==> src/rtl/fifo_cpu_pkg.sv <==
// rtl/fifo_cpu_pkg.sv - shared constants and types for the FIFO CPU register slave
package fifo_cpu_pkg;

   // Register addresses
   localparam logic [3:0] ADDR_CTRL     = 4'h0;
   localparam logic [3:0] ADDR_AF       = 4'h1;
   localparam logic [3:0] ADDR_AE       = 4'h2;
   localparam logic [3:0] ADDR_STATUS   = 4'h3;
   localparam logic [3:0] ADDR_LEVEL    = 4'h4;
   localparam logic [3:0] ADDR_INT_STAT = 4'h5;
   localparam logic [3:0] ADDR_INT_MASK = 4'h6;
   localparam logic [3:0] ADDR_ID       = 4'h7;

   // Bit positions inside CTRL and the interrupt registers
   localparam int CTRL_EN_BIT    = 0;
   localparam int CTRL_FLUSH_BIT = 1;
   localparam int INT_OVF_BIT    = 0;
   localparam int INT_UDF_BIT    = 1;

   // Bus access sequencer states
   typedef enum logic [1:0] {
      IDLE     = 2'd0,
      ACCESS   = 2'd1,
      WAIT_REL = 2'd2
   } bus_state_t;

   // Reset values
   localparam logic [7:0] DATAOUT_RESET = 8'h00;
   localparam logic [1:0] INT_RESET     = 2'b00;
   localparam logic [7:0] AF_DEFAULT    = 8'd12;
   localparam logic [7:0] AE_DEFAULT    = 8'd4;
   localparam logic [7:0] ID_DEFAULT    = 8'hA5;

endpackage

==> src/rtl/cdc_sync_bit.sv <==
// rtl/cdc_sync_bit.sv - multi-flop synchroniser for a single asynchronous bit
module cdc_sync_bit #(
   parameter int STAGES = 2
) (
   input  logic clk,
   input  logic rst,
   input  logic d_i,
   output logic q_o
);

   logic [STAGES-1:0] chain_q;

   // Shift the asynchronous input through the flop chain
   always_ff @(posedge clk) begin
      if (rst) begin
         chain_q <= '0;
      end else begin
         chain_q <= {chain_q[STAGES-2:0], d_i};
      end
   end

   assign q_o = chain_q[STAGES-1];

endmodule

==> src/rtl/fifo_cpu_regs.sv <==
// rtl/fifo_cpu_regs.sv - CPU local-bus register slave for FIFO configuration and status
module fifo_cpu_regs
   import fifo_cpu_pkg::*;
#(
   parameter int         SYNC_STAGES = 2,
   parameter logic [7:0] ID_VALUE    = ID_DEFAULT,
   parameter logic [7:0] AF_RESET    = AF_DEFAULT,
   parameter logic [7:0] AE_RESET    = AE_DEFAULT
) (
   input  logic       clk,
   input  logic       rst,
   input  logic       CS,
   input  logic       Rd_Wr,
   input  logic [3:0] Addr,
   input  logic [7:0] DataIn,
   output logic [7:0] DataOut,
   output logic       fifo_en,
   output logic       fifo_flush,
   output logic [7:0] af_thresh,
   output logic [7:0] ae_thresh,
   input  logic       fifo_empty,
   input  logic       fifo_full,
   input  logic       fifo_aempty,
   input  logic       fifo_afull,
   input  logic [7:0] fifo_level,
   input  logic       ovf_evt,
   input  logic       udf_evt,
   output logic       irq
);

   // After reset the synchroniser holds zeros, not real CS samples; WAIT_REL must not
   // trust cs_s until the chain has been refilled, or CS held across reset would fire.
   localparam int              SW         = $clog2(SYNC_STAGES + 1);
   localparam logic [SW-1:0]   SETTLE_MAX = SW'(SYNC_STAGES);

   logic          cs_s;
   bus_state_t    state_q, state_d;
   logic [SW-1:0] settle_q, settle_d;
   logic          settled;
   logic          wr_en, rd_en;
   logic [7:0]    rdata;
   logic [7:0]    data_out_q, data_out_d;
   logic          fifo_en_q, fifo_en_d;
   logic          flush_q, flush_d;
   logic [7:0]    af_q, af_d;
   logic [7:0]    ae_q, ae_d;
   logic [1:0]    stat_q, stat_d;
   logic [1:0]    mask_q, mask_d;
   logic [1:0]    stat_clr;
   logic          irq_q, irq_d;

   cdc_sync_bit #(.STAGES(SYNC_STAGES)) u_cs_sync (
      .clk (clk),
      .rst (rst),
      .d_i (CS),
      .q_o (cs_s)
   );

   assign settled = (settle_q == SETTLE_MAX);

   // Next-state logic: one access per synchronised CS assertion
   always_comb begin
      state_d  = state_q;
      settle_d = settled ? settle_q : settle_q + 1'b1;
      unique case (state_q)
         IDLE:     if (cs_s) state_d = ACCESS;
         ACCESS:   state_d = WAIT_REL;
         WAIT_REL: if (settled && !cs_s) state_d = IDLE;
         default:  state_d = WAIT_REL;
      endcase
   end

   assign wr_en = (state_q == ACCESS) && !Rd_Wr;
   assign rd_en = (state_q == ACCESS) &&  Rd_Wr;

   // Read multiplexer; unmapped addresses return zero
   always_comb begin
      rdata = 8'h00;
      unique case (Addr)
         ADDR_CTRL:     rdata = {7'b0, fifo_en_q};
         ADDR_AF:       rdata = af_q;
         ADDR_AE:       rdata = ae_q;
         ADDR_STATUS:   rdata = {4'b0, fifo_afull, fifo_aempty, fifo_full, fifo_empty};
         ADDR_LEVEL:    rdata = fifo_level;
         ADDR_INT_STAT: rdata = {6'b0, stat_q};
         ADDR_INT_MASK: rdata = {6'b0, mask_q};
         ADDR_ID:       rdata = ID_VALUE;
         default:       rdata = 8'h00;
      endcase
   end

   // Register file update; event set takes priority over a W1C clear of the same bit
   always_comb begin
      data_out_d = rd_en ? rdata : data_out_q;
      fifo_en_d  = fifo_en_q;
      flush_d    = 1'b0;
      af_d       = af_q;
      ae_d       = ae_q;
      mask_d     = mask_q;
      stat_clr   = 2'b00;
      if (wr_en) begin
         unique case (Addr)
            ADDR_CTRL: begin
               fifo_en_d = DataIn[CTRL_EN_BIT];
               flush_d   = DataIn[CTRL_FLUSH_BIT];
            end
            ADDR_AF:       af_d     = DataIn;
            ADDR_AE:       ae_d     = DataIn;
            ADDR_INT_STAT: stat_clr = DataIn[1:0];
            ADDR_INT_MASK: mask_d   = DataIn[1:0];
            default: ;
         endcase
      end
      stat_d              = stat_q & ~stat_clr;
      stat_d[INT_OVF_BIT] = stat_d[INT_OVF_BIT] | ovf_evt;
      stat_d[INT_UDF_BIT] = stat_d[INT_UDF_BIT] | udf_evt;
      irq_d               = |(stat_q & mask_q);
   end

   // State and register flops with synchronous reset
   always_ff @(posedge clk) begin
      if (rst) begin
         state_q    <= WAIT_REL;
         settle_q   <= '0;
         data_out_q <= DATAOUT_RESET;
         fifo_en_q  <= 1'b0;
         flush_q    <= 1'b0;
         af_q       <= AF_RESET;
         ae_q       <= AE_RESET;
         stat_q     <= INT_RESET;
         mask_q     <= INT_RESET;
         irq_q      <= 1'b0;
      end else begin
         state_q    <= state_d;
         settle_q   <= settle_d;
         data_out_q <= data_out_d;
         fifo_en_q  <= fifo_en_d;
         flush_q    <= flush_d;
         af_q       <= af_d;
         ae_q       <= ae_d;
         stat_q     <= stat_d;
         mask_q     <= mask_d;
         irq_q      <= irq_d;
      end
   end

   assign DataOut    = data_out_q;
   assign fifo_en    = fifo_en_q;
   assign fifo_flush = flush_q;
   assign af_thresh  = af_q;
   assign ae_thresh  = ae_q;
   assign irq        = irq_q;

endmodule
==> config.mk <==
export PLATFORM = sky130hd
export DESIGN_NAME = fifo_cpu_regs
export DESIGN_NICKNAME = d
export VERILOG_FILES = /design/src/rtl/fifo_cpu_pkg.sv /design/src/rtl/cdc_sync_bit.sv /design/src/rtl/fifo_cpu_regs.sv
export SDC_FILE = /design/constraint.sdc
export NUM_CORES = 1
export LEC_CHECK = 0
export ABC_AREA = 1
export CORE_MARGIN = 5
export CORE_UTILIZATION = 49
export CTS_CLUSTER_DIAMETER = 30
export DETAILED_ROUTE_END_ITERATION = 10
export GPL_TIMING_DRIVEN = 0
export HOLD_SLACK_MARGIN = 0.06
export PLACE_DENSITY_LB_ADDON = 0.1
export RECOVER_POWER = 50
export SLEW_MARGIN = 20
export SYNTH_ARGS = -nofsm -noshare
export SYNTH_HDL_FRONTEND = slang
export SYNTH_SLANG_ARGS = --single-unit
==> constraint.sdc <==
create_clock -name clk -period 4.05 [get_ports clk]
set_clock_uncertainty 0.15 [all_clocks]
set_input_delay 0.81 -clock clk [delete_from_list [all_inputs] [get_ports clk]]
set_output_delay 0.81 -clock clk [all_outputs]
set_load 0.02 [all_outputs]
After elaboration in Yosys (flattened, before gate mapping):

Index checks and enable logic that the tools add are counted.

* register bits: 37
* latch bits: 0
* bits in writable memories: 0
* memory bits (read-only): 0
* bits of input ports: 30
* output and inout bits: 27
* word-level logic and storage cells: 51
* memories kept: 0

* add/subtract/negate cells: 1
* multiply operators: 0
* divide/modulo/power cells: 0
* magnitude comparators: 0
* equal/unequal tests: 12
* shift-type cells: 0
* mux-type cells: 6
* bitwise gates (word level): 7
* reductions and logical operators: 14

Operator list (count)
* $pmux 8 s8: 1
* $eq 4x3->1 const B: 4
* $reduce_and 2->1: 5
* $eq 4x2->1 const B: 2
* $mux 2: 4
* $and 2x2->2: 2
* $eq 2x2->1 const B: 2
* $eq 4x1->1 const B: 1
* $logic_not 4->1: 1
* $pmux 2 s2: 1
* $logic_and 1x1->1: 3
* $reduce_or 3->1: 1
* $add 2x1->2 const B: 1
* $eq 2x1->1 const B: 1
* $logic_not 1->1: 2
* $logic_not 2->1: 1
* $ne 2x1->1 const B: 1
* $ne 2x2->1 const B: 1
* $not 1->1: 2
* $not 2->2: 1
* $or 1x1->1: 2
* $reduce_or 2->1: 1

Longest topological paths before layout:

Gate-level depths: netlist of run 1.

* word-level depth: 6
* depth in mapped cells: 10

Hierarchy:

From an unflattened synthesis of run 1, not the netlist that was laid out.

* cells, all modules: 232
* area total of the unflattened synthesis: 1687.9 µm²

By module, submodules not included
* fifo_cpu_regs: instances 1, cells an instance 226, area an instance 1632.8 µm², seq. area each 700.7 µm²
* cdc_sync_bit: instances 1, cells an instance 6, area an instance 55.1 µm², seq. area each 40.0 µm²

Worst setup path before layout of run 1:

OpenSTA, ideal clock, no wires.

* path kind: in2reg
* start point: input Addr[3]
* end point: register data_out_q[1], in the netlist DataOut[1]
* setup time: 0.066 ns
* arrival: 1.536 ns
* path slack: 2.298 ns
* cell stages on the path: 8
* path buffers: 1
* cells stage by stage: nor2_4 -> buf_6 -> nand3_1 -> nand2_1 -> nor2_1 -> nand2_1 -> nand2_1 -> a21oi_2

* word-level cells in the longest chain between the ends: 2

RTL lines
* start, declared: RTL line fifo_cpu_regs.sv:14 `input logic [3:0] Addr,`
* $eq 4x3->1, or another cell as far along: RTL line fifo_cpu_regs.sv:79 `unique case (Addr)`
* $pmux 8 s8 (*): RTL line fifo_cpu_regs.sv:79
* end signal, assigned: RTL line fifo_cpu_regs.sv:136 `data_out_q <= data_out_d;`
* end, declared: RTL line fifo_cpu_regs.sv:42 `logic [7:0] data_out_q, data_out_d;`

Mark *: on every way between the ends. The rest lies on a longest branch, timed or not.
A chain may end at the register's enable or synchronous reset.

Worst setup path after layout of run 1:

* start point: input Addr[2]
* end point: register af_q[1], in the netlist af_thresh[1]

* word-level cells in the longest chain between the ends: 2

RTL lines
* $eq 4x1->1: RTL line fifo_cpu_regs.sv:102 `unique case (Addr)`
* $reduce_and 2->1 (no source line)
* end signal, assigned: RTL line fifo_cpu_regs.sv:128 `af_q <= AF_RESET;`
* end signal, assigned: RTL line fifo_cpu_regs.sv:139 `af_q <= af_d;`
* end, declared: RTL line fifo_cpu_regs.sv:45 `logic [7:0] af_q, af_d;`

Every way passes these cells.

==> flow_summary.json, run 1 <==
{
  "synthToLayoutAreaGrowth_pct": 38.46,
  "vdd_drop_max_mv": 0.2347,
  "die_w_um": 69.04,
  "ant_nets": 0,
  "drc": 0,
  "start_util_pct": 50.78,
  "finalCriticalPeriod_ns": 2.772,
  "end_kind": "flop",
  "max_slew_margin_pct": 58.19,
  "antenna_found_initial": 0,
  "cp.buffers_inverters": 2,
  "finalCoreUtilization_pct": 70.31,
  "crit_required_ns": 4.18,
  "yosysWarnings": 0,
  "worstPathCellList": "dlygate4sd3_1 -> nor2_1 -> nand2_1 -> nor2_1 -> clkbuf_1 -> o21ai_0 -> a21oi_1",
  "synth_top_area_share_pct": 43.37,
  "hold_viol": 0,
  "yosys.area.top_type": "dfxtp_1",
  "hold_class": "flop to flop",
  "syn_inst": 237,
  "slew_viol_final": 0,
  "crit_type": "primary input to flop",
  "vias": 1715,
  "synthTopCellsByArea": "dfxtp_1 43%, nand2_1 11%, nand3_1 6.4%, nor2_1 6.2%, o21ai_1 5.9%",
  "grt_pass1_vias": 1569,
  "grt_max_degree": 13,
  "drt_iter0_markers": 140,
  "yosys-top-cells-count": "49 x nand2_1, 37 x dfxtp_1, 28 x nor2_1",
  "finalSetupViolCount": 0,
  "fin_setup_tns_ns": 0,
  "ys_seq_area_share_pct": 43.37,
  "cp_top_family": "buffers and inverters",
  "crit_fanout": 10,
  "outcome": "complete, no violations",
  "track_usage_pct": 19.14,
  "postCtsSetupBuffers": 0,
  "gp_congestion": 0.7982,
  "cts-root-buf": "clkbuf_4",
  "clock_sinks": 37,
  "drt_pass1_iterations": 4,
  "slowest_delay_ns": 0.55,
  "finalCritPeriodShare_pct": 68.46,
  "layout.nets": 330,
  "avgSynthCellArea_um2": 7.206,
  "synth_top_flop_cell": "dfxtp_1",
  "worst_slew_pin_slew_ns": 0.6248,
  "clockBufferDepth": 2,
  "fmax_mhz": 360.7,
  "clk_latency_ns": 0.36,
  "path_clk_slew_ns": 0.13,
  "grt_pass1_wl_um": 7389,
  "drt-total-wl_um": 4494,
  "ys_seq_elements": 37,
  "rsz0062_at_grt": "no",
  "io_pins": 57,
  "dp_hpwl_um": 3447,
  "dieArea_um2": 4767,
  "num_rows": 21,
  "leakage_nw": 0.9764,
  "synth_area_um2": 1708,
  "cts_tree": "done",
  "design.core.area_um2": 3363,
  "ctsResizeCount": 0,
  "postCtsHoldBufs": 0,
  "fillers": 316,
  "total_power_w": 0.0007871,
  "critical_path.startpoint_type": "primary input",
  "diodes": 0,
  "maxCapViolCount": 0,
  "fp.dieH_um": 69.04,
  "crit_slowest_cell": "dlygate4sd3_1",
  "avgRoutedWirePerCell_um": 12.99,
  "cts_made_buffers": 5,
  "power_density_nw_per_um2": 332.8,
  "drive_above_1_share_pct": 8.667,
  "ys_async_sr_fraction_pct": 0,
  "portBuffers": 55,
  "timing.critical_path.mode_cell": "nor2_1",
  "htree_num_levels": 2,
  "synth-edff-count": 0,
  "synth.net_count": 268,
  "post-synth-top-count-cell": "nand2_1",
  "overflow": 0,
  "routed_via_density": 4.957,
  "ys_types": 22,
  "worst_ep_arrival_time_ns": 2.90
}
[metrics by stage]
| stage | worst slack (ns) | area, µm² | cells | hold WS [ns] |
|---|---|---|---|---|
| global route | 1.084 | 2365 | 346 | 0.3125 |
| floorplan | 2.298 | 1708 | 237 | 0.2383 |
| detailed placement | 1.552 | 2316 | 338 | 0.2607 |
| global placement | 1.594 | 2316 | 338 | 0.2610 |
| finish | 1.278 | 2365 | 346 | 0.3028 |
| CTS | 1.730 | 2419 | 346 | 0.2961 |
[final timing paths]
kind	start	to	slack, ns	cells past startpoint
max	Addr[2]	af_thresh[1]	1.28	7
min	u_cs_sync.chain_q[0]	u_cs_sync.chain_q[1]	0.30	2
max reg2reg	state_q[0]	af_thresh[1]	2.25	7
min reg2reg	u_cs_sync.chain_q[0]	u_cs_sync.chain_q[1]	0.30	2
[logic make-up (layout without fill, tap and decap cells)]
| family | count (synthesis) | count (layout) | share of synthesized area [%] |
|---|---|---|---|
| flip-flops | 37 | 37 | 43.37 |
| AO/OA/AOI/OAI | 52 | 52 | 16.34 |
| adder cells (fa/ha/maj) | 1 | 1 | 0.7325 |
| AND/OR/NAND/NOR | 111 | 111 | 30.26 |
| buffers and inverters | 36 | 99 | 9.303 |
[layer usage]
layer	track usage [%]	part of all wire, %	wire [µm]
met1	24.33	46	2062
met2	30.61	46	2054
met3	5.814	6.5	291
met4	6.725	1.9	85
met5	0	0	0
[sequential cells by signal, summed over array words and instances (netlist names)]
name and flops:
mask_q 2, ae_thresh 8, stat_q 2, state_q 2
u_cs_sync.chain_q 2, settle_q 2, af_thresh 8, fifo_flush 1
fifo_en 1, DataOut 8, irq 1
[layout make-up]
| cell class | instances | area (µm²) | area share, % |
|---|---|---|---|
| sequential | 37 | 740.7 | 31.32 |
| buffer | 7 | 26.28 | 1.111 |
| clock inverter | 3 | 65.06 | 2.751 |
| timing repair buffer | 55 | 550.5 | 23.28 |
| multi-input combinational | 164 | 778.2 | 32.91 |
| clock buffer | 5 | 37.54 | 1.587 |
| tap | 46 | 57.56 | 2.434 |
| inverter | 29 | 108.9 | 4.603 |
[where the power goes]
group          internal, W   total, W  leakage [nW]  switching (W)
logic            0.0000400  0.0000828         0.621      0.0000428
clock network     0.000191   0.000319        0.0552       0.000127
registers         0.000377   0.000386         0.300     0.00000897
[worst min-delay path, stage by stage, from the launching register on]
cell     delay [ns]
dfxtp_1        0.32
inv_1          0.04
nor2_1         0.04
[cell usage in the layout, fill, tap and decap left out, drive strengths merged]
| cell type | n |
|---|---|
| o21ai | 27 |
| o211ai | 2 |
| clkdlybuf4s50 | 54 |
| o31ai | 1 |
| nand2 | 51 |
| bufinv | 2 |
| dfxtp | 37 |
| ha | 1 |
| a21oi | 22 |
| inv | 28 |
| nand3 | 22 |
| clkbuf | 12 |
| nor3 | 2 |
| nor2 | 36 |
| dlygate4sd3 | 1 |
| clkinv | 2 |
No activity file was read; power rests on OpenSTA's default activity.
==> run 2, diff against run 1 <==
- CORE_UTILIZATION: 49 -> 41
- clock period: 4.05 -> 2.3 ns (I/O delays scaled with it)
==> flow_summary.json, run 2 (synthesis gave the netlist of run 1 again) <==
{
  "internal-power_w": 0.0009504,
  "finalSetupViolCount": 0,
  "crit_slowest_cell": "dlygate4sd3_1",
  "vias": 1693,
  "finalCritPeriodShare_pct": 86.61,
  "fillers": 411,
  "maxCapViolCount": 0,
  "pwr-share-comb_pct": 11.7,
  "diodes": 0,
  "sequentialPowerShare_pct": 52.6,
  "gp_congestion": 0.7854,
  "grt_max_degree": 14,
  "crit_required_ns": 2.38,
  "track_usage_pct": 17.96,
  "cp.buffers_inverters": 3,
  "drive_above_1_share_pct": 11.00,
  "die_w_um": 74.54,
  "ant_nets": 0,
  "leakage_nw": 1.003,
  "drt_iter0_markers": 138,
  "routed_via_density": 4.837,
  "drt-total-wl_um": 4526,
  "place_inst": 342,
  "layout.nets": 330,
  "grt_pass1_wl_um": 7521,
  "crit_type": "primary input to flop",
  "p_sw_w": 0.0003391,
  "fp.dieH_um": 74.54,
  "drc": 0,
  "power_density_nw_per_um2": 536.8,
  "cts_tree": "done",
  "cts-root-buf": "clkbuf_8",
  "final_common_cell": "nand2_1",
  "clockBufferDepth": 2,
  "final_cells": 350,
  "worst_ep_arrival_time_ns": 2.07,
  "vdd_drop_max_mv": 0.4776,
  "fmax_mhz": 502.0,
  "outcome": "complete, no violations",
  "antenna_found_initial": 0,
  "clock_sinks": 37,
  "design.core.area_um2": 4029,
  "slew_viol_final": 0,
  "final_cell_mix": "49 x nand2_1, 46 x clkdlybuf4s50_1, 37 x dfxtp_1",
  "finalCriticalPeriod_ns": 1.992,
  "clockPowerShare_pct": 35.7,
  "critical_path.startpoint_type": "primary input",
  "crit_fanout": 10,
  "ctsResizeCount": 0,
  "io_pins": 57,
  "postCtsHoldBufs": 0,
  "grt_pass1_vias": 1616,
  "clk_latency_ns": 0.29,
  "worstPathCellList": "dlygate4sd3_1 -> inv_1 -> nor2_4 -> nand2_4 -> nor2_1 -> buf_6 -> o21ai_0 -> a21oi_1",
  "hold_viol": 0,
  "worst_slew_pin_slew_ns": 0.5554,
  "htree_num_levels": 2,
  "switching_share_pct": 26.29,
  "rsz0062_at_grt": "no",
  "end_kind": "flop",
  "avgRoutedWirePerCell_um": 12.93,
  "cp_top_family": "buffers and inverters",
  "num_rows": 23,
  "hold_class": "flop to flop",
  "start_util_pct": 42.39,
  "slowest_delay_ns": 0.65,
  "path_clk_slew_ns": 0.08,
  "postCtsSetupBuffers": 0,
  "fin_setup_tns_ns": 0,
  "synthToLayoutAreaGrowth_pct": 40.66,
  "drt_pass1_iterations": 4,
  "dieArea_um2": 5556,
  "max_slew_margin_pct": 62.77,
  "portBuffers": 55,
  "dp_hpwl_um": 3465,
  "overflow": 0,
  "cts_made_buffers": 5
}
run 2: layer usage:
metal	wire length, µm	vias to the layer above	global-route usage [%]
li1	-	886	-
met1	2016	740	23.78
met2	2033	59	27.41
met3	405	8	6.351
met4	71	0	5.731
met5	0	-	0
run 2: stage by stage:
stage / instance area (µm²) / worst slack [ns] / total power, W / util [%] / hold slack, ns
floorplan: 1708 / 0.8977 / 0.0007675 / - / 0.2383
global placement: 2321 / 0.1625 / 0.0008415 / 57.61 / 0.2411
detailed placement: 2321 / 0.1589 / 0.0008450 / 57.61 / 0.2489
CTS: 2411 / 0.3911 / 0.001300 / 59.84 / 0.2604
global route: 2402 / 0.1998 / 0.001348 / 59.63 / 0.2697
finish: 2402 / 0.3079 / 0.001290 / 59.63 / 0.2564
run 2: worst paths after layout:
kind,depth (start not counted),endpoint,start,slack (ns)
min,2,u_cs_sync.chain_q[1],u_cs_sync.chain_q[0],0.26
max,8,af_thresh[1],Addr[0],0.31
min reg2reg,2,u_cs_sync.chain_q[1],u_cs_sync.chain_q[0],0.26
max reg2reg,7,af_thresh[1],state_q[0],0.73
run 2: final cells by class:
class | count | area, µm² | area share [%]
repair buffers | 55 | 550.5 | 22.92
multi-input cells | 164 | 800.8 | 33.33
flip-flops and latches | 37 | 740.7 | 30.83
clock buffers | 5 | 68.82 | 2.865
inverters | 29 | 108.9 | 4.531
plain buffers | 7 | 48.80 | 2.031
well taps | 50 | 62.56 | 2.604
clock inverters | 3 | 21.27 | 0.8854
run 2: worst reg2reg max path, stage by stage, from the launching register on:
cell,delay [ns]
dfxtp_1,0.35
inv_2,0.05
nor2_1,0.12
nand2_1,0.20
nor2_1,0.25
buf_6,0.18
o21ai_0,0.08
a21oi_1,0.13
run 2: power by group through the flow:
stage / clock network, W / logic (W) / registers [W]
2_1_floorplan: 0 / 0.0000777 / 0.000690
3_3_place_gp: 0 / 0.000149 / 0.000692
3_5_place_dp: 0 / 0.000152 / 0.000693
4_1_cts: 0.000469 / 0.000153 / 0.000678
5_1_grt: 0.000497 / 0.000169 / 0.000682
6_report: 0.000461 / 0.000151 / 0.000678
